## config.mk

```make
export PLATFORM = sky130hd
export DESIGN_NAME = uart_tx_fifo
export DESIGN_NICKNAME = d
export VERILOG_FILES = /design/src/rtl/uart_tx_fifo.sv
export SDC_FILE = /design/constraint.sdc
export NUM_CORES = 1
export LEC_CHECK = 0
export CAP_MARGIN = 15
export CORE_ASPECT_RATIO = 0.6
export CORE_UTILIZATION = 55
export CTS_CLUSTER_SIZE = 40
export DETAILED_ROUTE_END_ITERATION = 12
export PLACE_DENSITY = 0.86
export SETUP_SLACK_MARGIN = 0.3
export SKIP_LAST_GASP = 1
export SYNTH_ARGS = -nofsm -noshare
export SYNTH_HDL_FRONTEND = slang
export SYNTH_SLANG_ARGS = --single-unit
export TNS_END_PERCENT = 100
```

## constraint.sdc

```tcl
create_clock -name clk -period 6.6 [get_ports clk]
set_input_delay 0.66 -clock clk [delete_from_list [all_inputs] [get_ports clk]]
set_output_delay 0.66 -clock clk [all_outputs]
set_load 0.01 [all_outputs]
```

## src/rtl/uart_tx_fifo.sv

```systemverilog
`default_nettype none
// ============================================================================
// uart_tx_fifo : FIFO-buffered UART transmitter paced by an external bit tick
// Rev 1.0 - initial release
// ============================================================================
module uart_tx_fifo #(
   parameter int DATA_BITS  = 8,
   parameter int FIFO_DEPTH = 4,
   parameter int PARITY_EN  = 0,
   parameter int PARITY_ODD = 0,
   parameter int STOP_BITS  = 1
) (
   input  logic                          clk,
   input  logic                          reset,
   input  logic                          tick,
   input  logic [DATA_BITS-1:0]          in_data,
   input  logic                          in_valid,
   output logic                          in_ready,
   output logic                          tx,
   output logic                          busy,
   output logic [$clog2(FIFO_DEPTH):0]   fifo_count
);

   localparam int PTR_W = $clog2(FIFO_DEPTH);
   localparam int CNT_W = PTR_W + 1;
   localparam int IDX_W = $clog2(DATA_BITS);

   typedef enum logic [2:0] {
      S_IDLE   = 3'd0,
      S_START  = 3'd1,
      S_DATA   = 3'd2,
      S_PARITY = 3'd3,
      S_STOP   = 3'd4
   } state_t;

   state_t               state_q, state_d;
   logic [DATA_BITS-1:0] mem_q [FIFO_DEPTH];
   logic [PTR_W-1:0]     wr_ptr_q, rd_ptr_q;
   logic [CNT_W-1:0]     count_q;
   logic [DATA_BITS-1:0] shift_q, shift_d;
   logic [IDX_W-1:0]     bit_idx_q, bit_idx_d;
   logic                 stop_cnt_q, stop_cnt_d;
   logic                 par_q, par_d;
   logic                 tx_q, tx_d;
   logic                 push, pop, fifo_empty;
   logic [DATA_BITS-1:0] head;

   assign in_ready   = (count_q < CNT_W'(FIFO_DEPTH));
   assign push       = in_valid && in_ready;
   assign fifo_empty = (count_q == '0);
   assign head       = mem_q[rd_ptr_q];
   assign fifo_count = count_q;
   assign tx         = tx_q;
   assign busy       = (state_q != S_IDLE) || !fifo_empty;

   always_ff @(posedge clk) begin
      if (push) begin
         mem_q[wr_ptr_q] <= in_data;
      end
   end

   // Pointers wrap naturally because FIFO_DEPTH is a power of two.
   always_ff @(posedge clk) begin
      if (reset) begin
         wr_ptr_q <= '0;
         rd_ptr_q <= '0;
         count_q  <= '0;
      end else begin
         if (push) wr_ptr_q <= wr_ptr_q + PTR_W'(1);
         if (pop)  rd_ptr_q <= rd_ptr_q + PTR_W'(1);
         case ({push, pop})
            2'b10:   count_q <= count_q + CNT_W'(1);
            2'b01:   count_q <= count_q - CNT_W'(1);
            default: count_q <= count_q;
         endcase
      end
   end

   always_ff @(posedge clk) begin
      if (reset) begin
         state_q    <= S_IDLE;
         shift_q    <= '0;
         bit_idx_q  <= '0;
         stop_cnt_q <= 1'b0;
         par_q      <= 1'b0;
         tx_q       <= 1'b1;
      end else begin
         state_q    <= state_d;
         shift_q    <= shift_d;
         bit_idx_q  <= bit_idx_d;
         stop_cnt_q <= stop_cnt_d;
         par_q      <= par_d;
         tx_q       <= tx_d;
      end
   end

   always_comb begin
      state_d    = state_q;
      shift_d    = shift_q;
      bit_idx_d  = bit_idx_q;
      stop_cnt_d = stop_cnt_q;
      par_d      = par_q;
      tx_d       = tx_q;
      pop        = 1'b0;
      if (tick) begin
         unique case (state_q)
            S_IDLE: begin
               if (!fifo_empty) begin
                  pop     = 1'b1;
                  shift_d = head;
                  par_d   = ^head;
                  tx_d    = 1'b0;
                  state_d = S_START;
               end else begin
                  tx_d = 1'b1;
               end
            end
            S_START: begin
               tx_d      = shift_q[0];
               bit_idx_d = '0;
               state_d   = S_DATA;
            end
            S_DATA: begin
               if (bit_idx_q != IDX_W'(DATA_BITS - 1)) begin
                  shift_d   = shift_q >> 1;
                  tx_d      = shift_q[1];
                  bit_idx_d = bit_idx_q + IDX_W'(1);
               end else if (PARITY_EN != 0) begin
                  tx_d    = par_q ^ PARITY_ODD[0];
                  state_d = S_PARITY;
               end else begin
                  tx_d       = 1'b1;
                  stop_cnt_d = 1'b0;
                  state_d    = S_STOP;
               end
            end
            S_PARITY: begin
               tx_d       = 1'b1;
               stop_cnt_d = 1'b0;
               state_d    = S_STOP;
            end
            S_STOP: begin
               if (stop_cnt_q != 1'(STOP_BITS - 1)) begin
                  stop_cnt_d = 1'b1;
               end else if (!fifo_empty) begin
                  // Chain straight into the next start bit with no idle gap.
                  pop     = 1'b1;
                  shift_d = head;
                  par_d   = ^head;
                  tx_d    = 1'b0;
                  state_d = S_START;
               end else begin
                  tx_d    = 1'b1;
                  state_d = S_IDLE;
               end
            end
            default: begin
               tx_d    = 1'b1;
               state_d = S_IDLE;
            end
         endcase
      end
   end

endmodule
`default_nettype wire

```

### Word level (Yosys, flattened, before mapping)

Memory sizes are Yosys's and may differ from the RTL's. A register that Yosys moved wholly into a read port is not among the register bits.
Cells that the tools add are included.

* RAM bits: 32
* flip-flop bits (word level): 23
* memories: 1
* word-level logic and storage cells: 68

Memory list
* mem_q: depth 4, width 8, read ports 1, clocked after Yosys merged registers in 1, write ports 1, RTL line 37 `logic [DATA_BITS-1:0] mem_q [FIFO_DEPTH];`

* add/subtract/negate cells: 5
* reductions and logical operators: 15
* equality and inequality tests: 11
* magnitude comparators: 1
* muxes and demuxes: 27

Operators by type and width (count)
* $mux W8: 3
* $pmux W8 S3: 1
* $pmux W3 S5: 1
* $mux W3: 4
* $pmux W3 S2: 2
* $mux W1: 11
* $reduce_bool A3 Y1: 3
* $ne A2 B2 Y1 const B: 4
* $reduce_and A4 Y1: 2
* $add A3 B1 Y3 const B: 2
* $eq A3 B2 Y1 const B: 2
* $logic_not A3 Y1: 2
* $reduce_and A3 Y1: 2
* $add A2 B1 Y2 const B: 2
* $mux W2: 2
* $pmux W1 S4: 1
* $reduce_bool A2 Y1: 2
* $eq A3 B1 Y1 const B: 1
* $eq A3 B3 Y1 const B: 1
* $lt A3 B3 Y1 const B: 1
* $ne A3 B3 Y1 const B: 1
* $pmux W1 S3: 1
* $sub A3 B1 Y3 const B: 1
* $eq A2 B1 Y1 const B: 1
* 6 further kinds: 6

### Logic depth before layout (Yosys ltp)

Gate-level depths: netlist of the first run.

* word-level depth: 7
* gate-level depth with buffers: 10
* mapped depth without buffers: 8

### Least setup slack after synthesis of the first run

OpenSTA, ideal clock, no wires.

* path type: input port to flip-flop
* start: input tick
* end: register count_q[2], in the netlist fifo_count[2]
* arrival: 2.424 ns
* path buffers: 1
* setup slack: 4.107 ns
* data required time: 6.530 ns
* stages on the path: 9
* path through: nor3b_4 and2_2 buf_2 ha_1 inv_1 fa_1 xor2_1 or3_2 a21oi_1

* word-level cells in the longest chain between the ends: 3
* elaborated cells on any way between the ends: 5
* classes of those cells: 2 x eq/ne; 2 x mux; 1 x reduce/logical

RTL lines
* from (decl): RTL line 15 `input logic tick,`
* $mux W1 *: RTL line 105 `if (tick) begin`
* via pop: RTL line 45 `logic push, pop, fifo_empty;`
* $eq A2 B1 Y1 / $eq A2 B2 Y1 (equally long branches): RTL line 71 `case ({push, pop})`
* $pmux W3 S2 / $reduce_bool A2 Y1 (equally long branches)
* to (signal assigned): RTL line 72 `2'b10: count_q <= count_q + CNT_W'(1);`
* to (signal assigned): RTL line 73 `2'b01: count_q <= count_q - CNT_W'(1);`
* to (signal assigned): RTL line 74 `default: count_q <= count_q;`
* to (decl): RTL line 39 `logic [CNT_W-1:0] count_q;`

The timed path passes the listed nets; every way through them passes the cells marked *.
A chain may end at the register's enable or synchronous reset.

### Worst setup path after layout of the first run

* start: input tick
* end: register count_q[2], in the netlist fifo_count[2]

* word-level cells in the longest chain between the ends: 3
* elaborated cells on any way between the ends: 5
* classes of those cells: 2 x eq/ne; 2 x mux; 1 x reduce/logical

RTL lines (RTL line)
* $mux W1 *: 105
* $eq A2 B1 Y1 / $eq A2 B2 Y1 (equally long branches): 71
* $pmux W3 S2 / $reduce_bool A2 Y1 (equally long branches)

Mark *: on every way between the ends. The rest lies on a longest branch, timed or not.

==> results.json, run 1 <==
{
  "setup_violations": 0,
  "crit_path_end_kind": "register",
  "cts_sinks": 56,
  "slew_headroom": 0.372,
  "place.port_buffers": 17,
  "max_freq_mhz": 335,
  "ys_warn_count": 0,
  "place_congestion": 0.747,
  "skew_ps": 5.99,
  "worstPathMaxFanout": 5,
  "report.final.slew_viol_count": 0,
  "post_cts_buffers": 0,
  "top_level_ports": 18,
  "clock_latency_ps": 300,
  "r2r_start": "state_q[0]",
  "peakVddDrop_mv": 0.254,
  "cp.arrival_ps": 3200,
  "run_status": "complete, no violations",
  "viasPerCell": 5.43,
  "syn_inst": 182,
  "first_pass_iters": 4,
  "drtIter0Drc": 80,
  "synth.distinct_cells": 38,
  "nNetsFinal": 215,
  "die_area_mm2": 0.00470,
  "num_antenna_cells": 0,
  "tns_ps": 0,
  "worst_ep_required_time_ps": 6810,
  "holdWs_ps": 475,
  "grt_pass1_vias": 1452,
  "drive_gt1_frac": 0.148,
  "critical_path_class": "in2reg",
  "power_density_mw_per_mm2": 387,
  "leakage_nw": 0.960,
  "antenna_found_initial": 0,
  "power.total_mw": 1.04,
  "syn_avg_cell_area_um2": 13.4,
  "utilization": 0.648,
  "min_path_type": "reg2reg",
  "maxCapViolCount": 0,
  "postCtsResizedCells": 0,
  "synth_edf_count": 32,
  "synth_fp_nets": 202,
  "clkTransAtPathRegs_ps": 90,
  "vias": 1391,
  "h-tree-depth": 2,
  "r2r.worst_path.cells": 8,
  "netlist_area_mm2": 0.00243,
  "cts_tree": "done",
  "hold_buffers": 0,
  "hold_viol_final": 0,
  "start_kind": "primary input",
  "ant_nets": 0,
  "fp.dieW_um": 87.9,
  "tightest_slew_ps": 939,
  "cts_buffers": 5,
  "cts_root_buf": "clkbuf_8",
  "min_period_ps": 2990,
  "floorplan.initialDensity": 0.584,
  "grt_max_degree": 24,
  "area_growth_pct": 11.0,
  "ys.flop_type": "edfxtp_1",
  "dp_hpwl_um": 3050,
  "grt.overflow.total": 0,
  "yosysSeqAreaShare": 0.593,
  "synth_seq_cells": 56,
  "setup.worst_path.start": "tick",
  "wl_per_cell_um": 16.4,
  "fill_cells": 305,
  "hp-start": "shift_q[6]",
  "cts_buffer_depth": 2,
  "finalCritPeriodShare": 0.453,
  "grt_pass1_wl_um": 6850,
  "rsz0062_at_grt": "false",
  "track_usage": 0.209,
  "core_area_mm2": 0.00417,
  "routed_wl_um": 4200,
  "min_path_cells": 2,
  "die_y_um": 53.5,
  "async_flop_share": 0,
  "drc": 0,
  "rows": 18
}
-- power by group --
part	switching, mW	total, mW	internal, mW
combinational	0.170	0.348	0.179
sequential	0.0628	0.502	0.439
clock	0.103	0.193	0.0899
-- critical path, cell delays in order --
cell and delay, ps:
clkdlybuf4s50_1 610, nor3b_4 320, and2_2 240, ha_1 200
inv_1 60, fa_1 370, xor2_1 160, or3_2 410
a21oi_1 160
-- Yosys cell counts (2+ instances only) --
master | instances | area share
a221oi_2 | 2 | 0.012
and2_1 | 6 | 0.015
buf_2 | 3 | 0.0062
mux4_2 | 8 | 0.074
ha_1 | 7 | 0.036
mux2i_1 | 4 | 0.016
xor2_1 | 3 | 0.011
inv_1 | 15 | 0.023
nand2b_1 | 2 | 0.0051
a221oi_1 | 5 | 0.018
clkbuf_1 | 3 | 0.0046
edfxtp_1 | 32 | 0.40
nand2_1 | 7 | 0.011
a21oi_1 | 14 | 0.029
a21oi_2 | 2 | 0.0072
dfxtp_1 | 24 | 0.20
nor2_1 | 19 | 0.029
buf_6 | 3 | 0.014
xnor2_1 | 2 | 0.0072
o21ai_0 | 3 | 0.0062
-- state kept, by name, summed over array words and instances, names as in the netlist, named ones only --
name	cells
mem_q	32
shift_q	8
bit_idx_q	3
fifo_count	3
state_q	3
rd_ptr_q	2
wr_ptr_q	2
tx	1
-- final timing paths --
| check | to | slack, ps |
|---|---|---|
| worst max-delay path | fifo_count[2] | 3610 |
| worst min-delay path | shift_q[6] | 480 |
| worst max register to register | fifo_count[2] | 4110 |
| worst min register to register | shift_q[6] | 480 |
-- metrics by stage --
step           setup slack, ps  area (um^2)  std cells
2_1_floorplan             4110         2430        182
3_3_place_gp              3460         2610        248
3_5_place_dp              3320         2610        248
4_1_cts                   3630         2700        256
5_1_grt                   3520         2700        256
6_report                  3610         2700        256
-- per-layer routing --
metal,track usage,up-vias,part of all wire
met2,0.342,36,0.48
met1,0.267,675,0.45
met5,0,-,0
met3,0.0749,7,0.064
met4,0.0546,0,0.010
li1,-,673,-
-- cell type report --
cell class | instances | area [um^2] | area share
Timing Repair Buffer | 17 | 170 | 0.0631
Clock buffer | 8 | 93.8 | 0.0348
Inverter | 15 | 56.3 | 0.0209
Multi-Input combinational cell | 100 | 862 | 0.319
Sequential cell | 56 | 1440 | 0.534
Tap cell | 60 | 75.1 | 0.0278
-- cell usage in the layout (no fill, tap or decap), types with 3 or more instances in the layout --
| cell | instances |
|---|---|
| a21oi_1 | 14 |
| a221oi_1 | 5 |
| and2_1 | 6 |
| clkbuf_8 | 6 |
| clkdlybuf4s50_1 | 17 |
| dfxtp_1 | 24 |
| edfxtp_1 | 32 |
| ha_1 | 7 |
| inv_1 | 15 |
| mux2i_1 | 4 |
| mux4_2 | 8 |
| nand2_1 | 7 |
| nor2_1 | 19 |
| o21ai_0 | 3 |
| xor2_1 | 3 |
-- kinds of logic (layout without fill, tap and decap cells) --
family / count (synthesis) / after routing / synth area share
AO/OA/AOI/OAI: 29 / 29 / 0.0880
XOR/XNOR: 5 / 5 / 0.0180
adder cells (fa/ha/maj): 8 / 8 / 0.0442
buffers and inverters: 26 / 40 / 0.0530
flip-flops: 56 / 56 / 0.593
multiplexers: 12 / 12 / 0.0905
AND/OR/NAND/NOR: 46 / 46 / 0.114
Note: power is estimated with default switching activity, not from simulation.
==> run 2: changes to the inputs <==
Clock period 6.6 ns to 3 ns, I/O delays scaled along.
==> run 2 against run 1 <==
Register-to-register slack worse by 3600 ps. Sequential share of layout area is 0.56 points lower. Core utilization is 0.69 points higher. Largest power group unchanged. First-iteration DRC count is 61% higher.
==> results.json, run 2 (synthesis gave the netlist of run 1 again) <==
{
  "rows": 18,
  "peakVddDrop_mv": 0.587,
  "clock_latency_ps": 310,
  "rsz0062_at_grt": "false",
  "crit_chain": "nor3b_4 > and2_2 > ha_1 > inv_1 > fa_1 > xor2_1 > or3_2 > a21oi_1",
  "tightest_slew_ps": 887,
  "min_period_ps": 2520,
  "die_y_um": 53.5,
  "holdWs_ps": 485,
  "slew_headroom": 0.407,
  "utilization": 0.655,
  "drc": 0,
  "core_area_mm2": 0.00417,
  "skew_ps": 12.6,
  "routed_wl_um": 4210,
  "mostFrequentLayoutCells": "edfxtp_1 (32), dfxtp_1 (24), nor2_1 (19), clkdlybuf4s50_1 (17), inv_1 (15)",
  "grt_pass1_vias": 1436,
  "h-tree-depth": 2,
  "first_pass_iters": 4,
  "max_freq_mhz": 397,
  "ant_nets": 0,
  "nNetsFinal": 216,
  "place.port_buffers": 17,
  "cts_tree": "done",
  "power_density_mw_per_mm2": 867,
  "clkTransAtPathRegs_ps": 100,
  "place_congestion": 0.765,
  "cp.arrival_ps": 2740,
  "cts_buffers": 5,
  "mostFrequentLayoutCell": "edfxtp_1",
  "setup_violations": 0,
  "area_growth_pct": 12.1,
  "slowest_delay_ps": 470,
  "antenna_found_initial": 0,
  "worstPathMaxFanout": 11,
  "hold_buffers": 0,
  "cts_sinks": 56,
  "cp_num_buf_inv": 1,
  "hold_viol_final": 0,
  "floorplan.initialDensity": 0.584,
  "reg2reg_slack_ps": 480,
  "leakage_nw": 0.971,
  "fp.dieW_um": 87.9,
  "worst_ep_required_time_ps": 3220,
  "viasPerCell": 5.48,
  "report.final.slew_viol_count": 0,
  "num_antenna_cells": 0,
  "cp_slowest_cell": "dfxtp_1",
  "cts_buffer_depth": 2,
  "crit_path_end_kind": "register",
  "run_status": "complete, no violations",
  "maxCapViolCount": 0,
  "postCtsResizedCells": 0,
  "cts_root_buf": "clkbuf_8",
  "critical_path_class": "reg2reg",
  "post_cts_buffers": 0,
  "tns_ps": 0,
  "power.total_mw": 2.36,
  "grt.overflow.total": 0,
  "die_area_mm2": 0.00470,
  "min_path_type": "reg2reg",
  "track_usage": 0.203,
  "finalCritPeriodShare": 0.839,
  "wl_per_cell_um": 16.4,
  "largest_reg_flops": 32,
  "vias": 1408,
  "post-place-ws_ps": 220,
  "cp_top_family": "simple AND/OR/NAND/NOR gates",
  "largest-register": "mem_q",
  "dp_hpwl_um": 3070,
  "grt_pass1_wl_um": 6710,
  "start_kind": "register",
  "drive_gt1_frac": 0.157,
  "grt_max_degree": 24,
  "drtIter0Drc": 129,
  "top_regs": "mem_q (32), shift_q (8)",
  "top_level_ports": 18,
  "setup_ws_ps": 483
}
==> run 2: cell types whose count changed in the layout (fill, tap and decap cells not counted), sizes merged <==
cell      delta
buf          +1
inv          +1
clkbuf       -3
bufinv       +1
clkinvlp     +1
==> run 2: path summary, 6_finish.rpt <==
check                                     end       start  depth (start not counted)
worst max-delay path            fifo_count[2]  state_q[0]                          8
worst min-delay path               shift_q[0]  shift_q[0]                          2
worst max register to register  fifo_count[2]  state_q[0]                          8
worst min register to register     shift_q[0]  shift_q[0]                          2
==> run 2: area by class of cell <==
| type | instances | area (um^2) |
|---|---|---|
| clock inverters | 3 | 46.3 |
| clock buffers | 5 | 68.8 |
| repair buffers | 18 | 178 |
| well taps | 60 | 75.1 |
| flip-flops and latches | 56 | 1440 |
| fillers | 296 | 1440 |
| inverters | 15 | 56.3 |
| multi-input cells | 100 | 862 |
==> run 2: metal layers <==
metal | global-route usage | vias to the layer above | share of wire
li1 | - | 674 | -
met1 | 0.240 | 696 | 0.45
met2 | 0.362 | 27 | 0.49
met3 | 0.0546 | 11 | 0.035
met4 | 0.0738 | 0 | 0.019
met5 | 0 | - | 0
==> run 2: per-stage QoR <==
stage	area (um^2)	cells
final	2730	257
after global routing	2730	257
after CTS	2730	257
after detailed placement	2610	249
after global placement	2610	249
after floorplan	2430	182
==> run 2: report_power, final <==
part	internal, mW	switching [mW]	leakage [nW]
Clock	0.252	0.243	0.0548
Sequential	0.966	0.135	0.490
Combinational	0.394	0.376	0.427
==> run 2: worst min-delay path, stage by stage, from the launching register on <==
cell and delay [ps]:
dfxtp_1 330, inv_1 60, a221oi_2 50
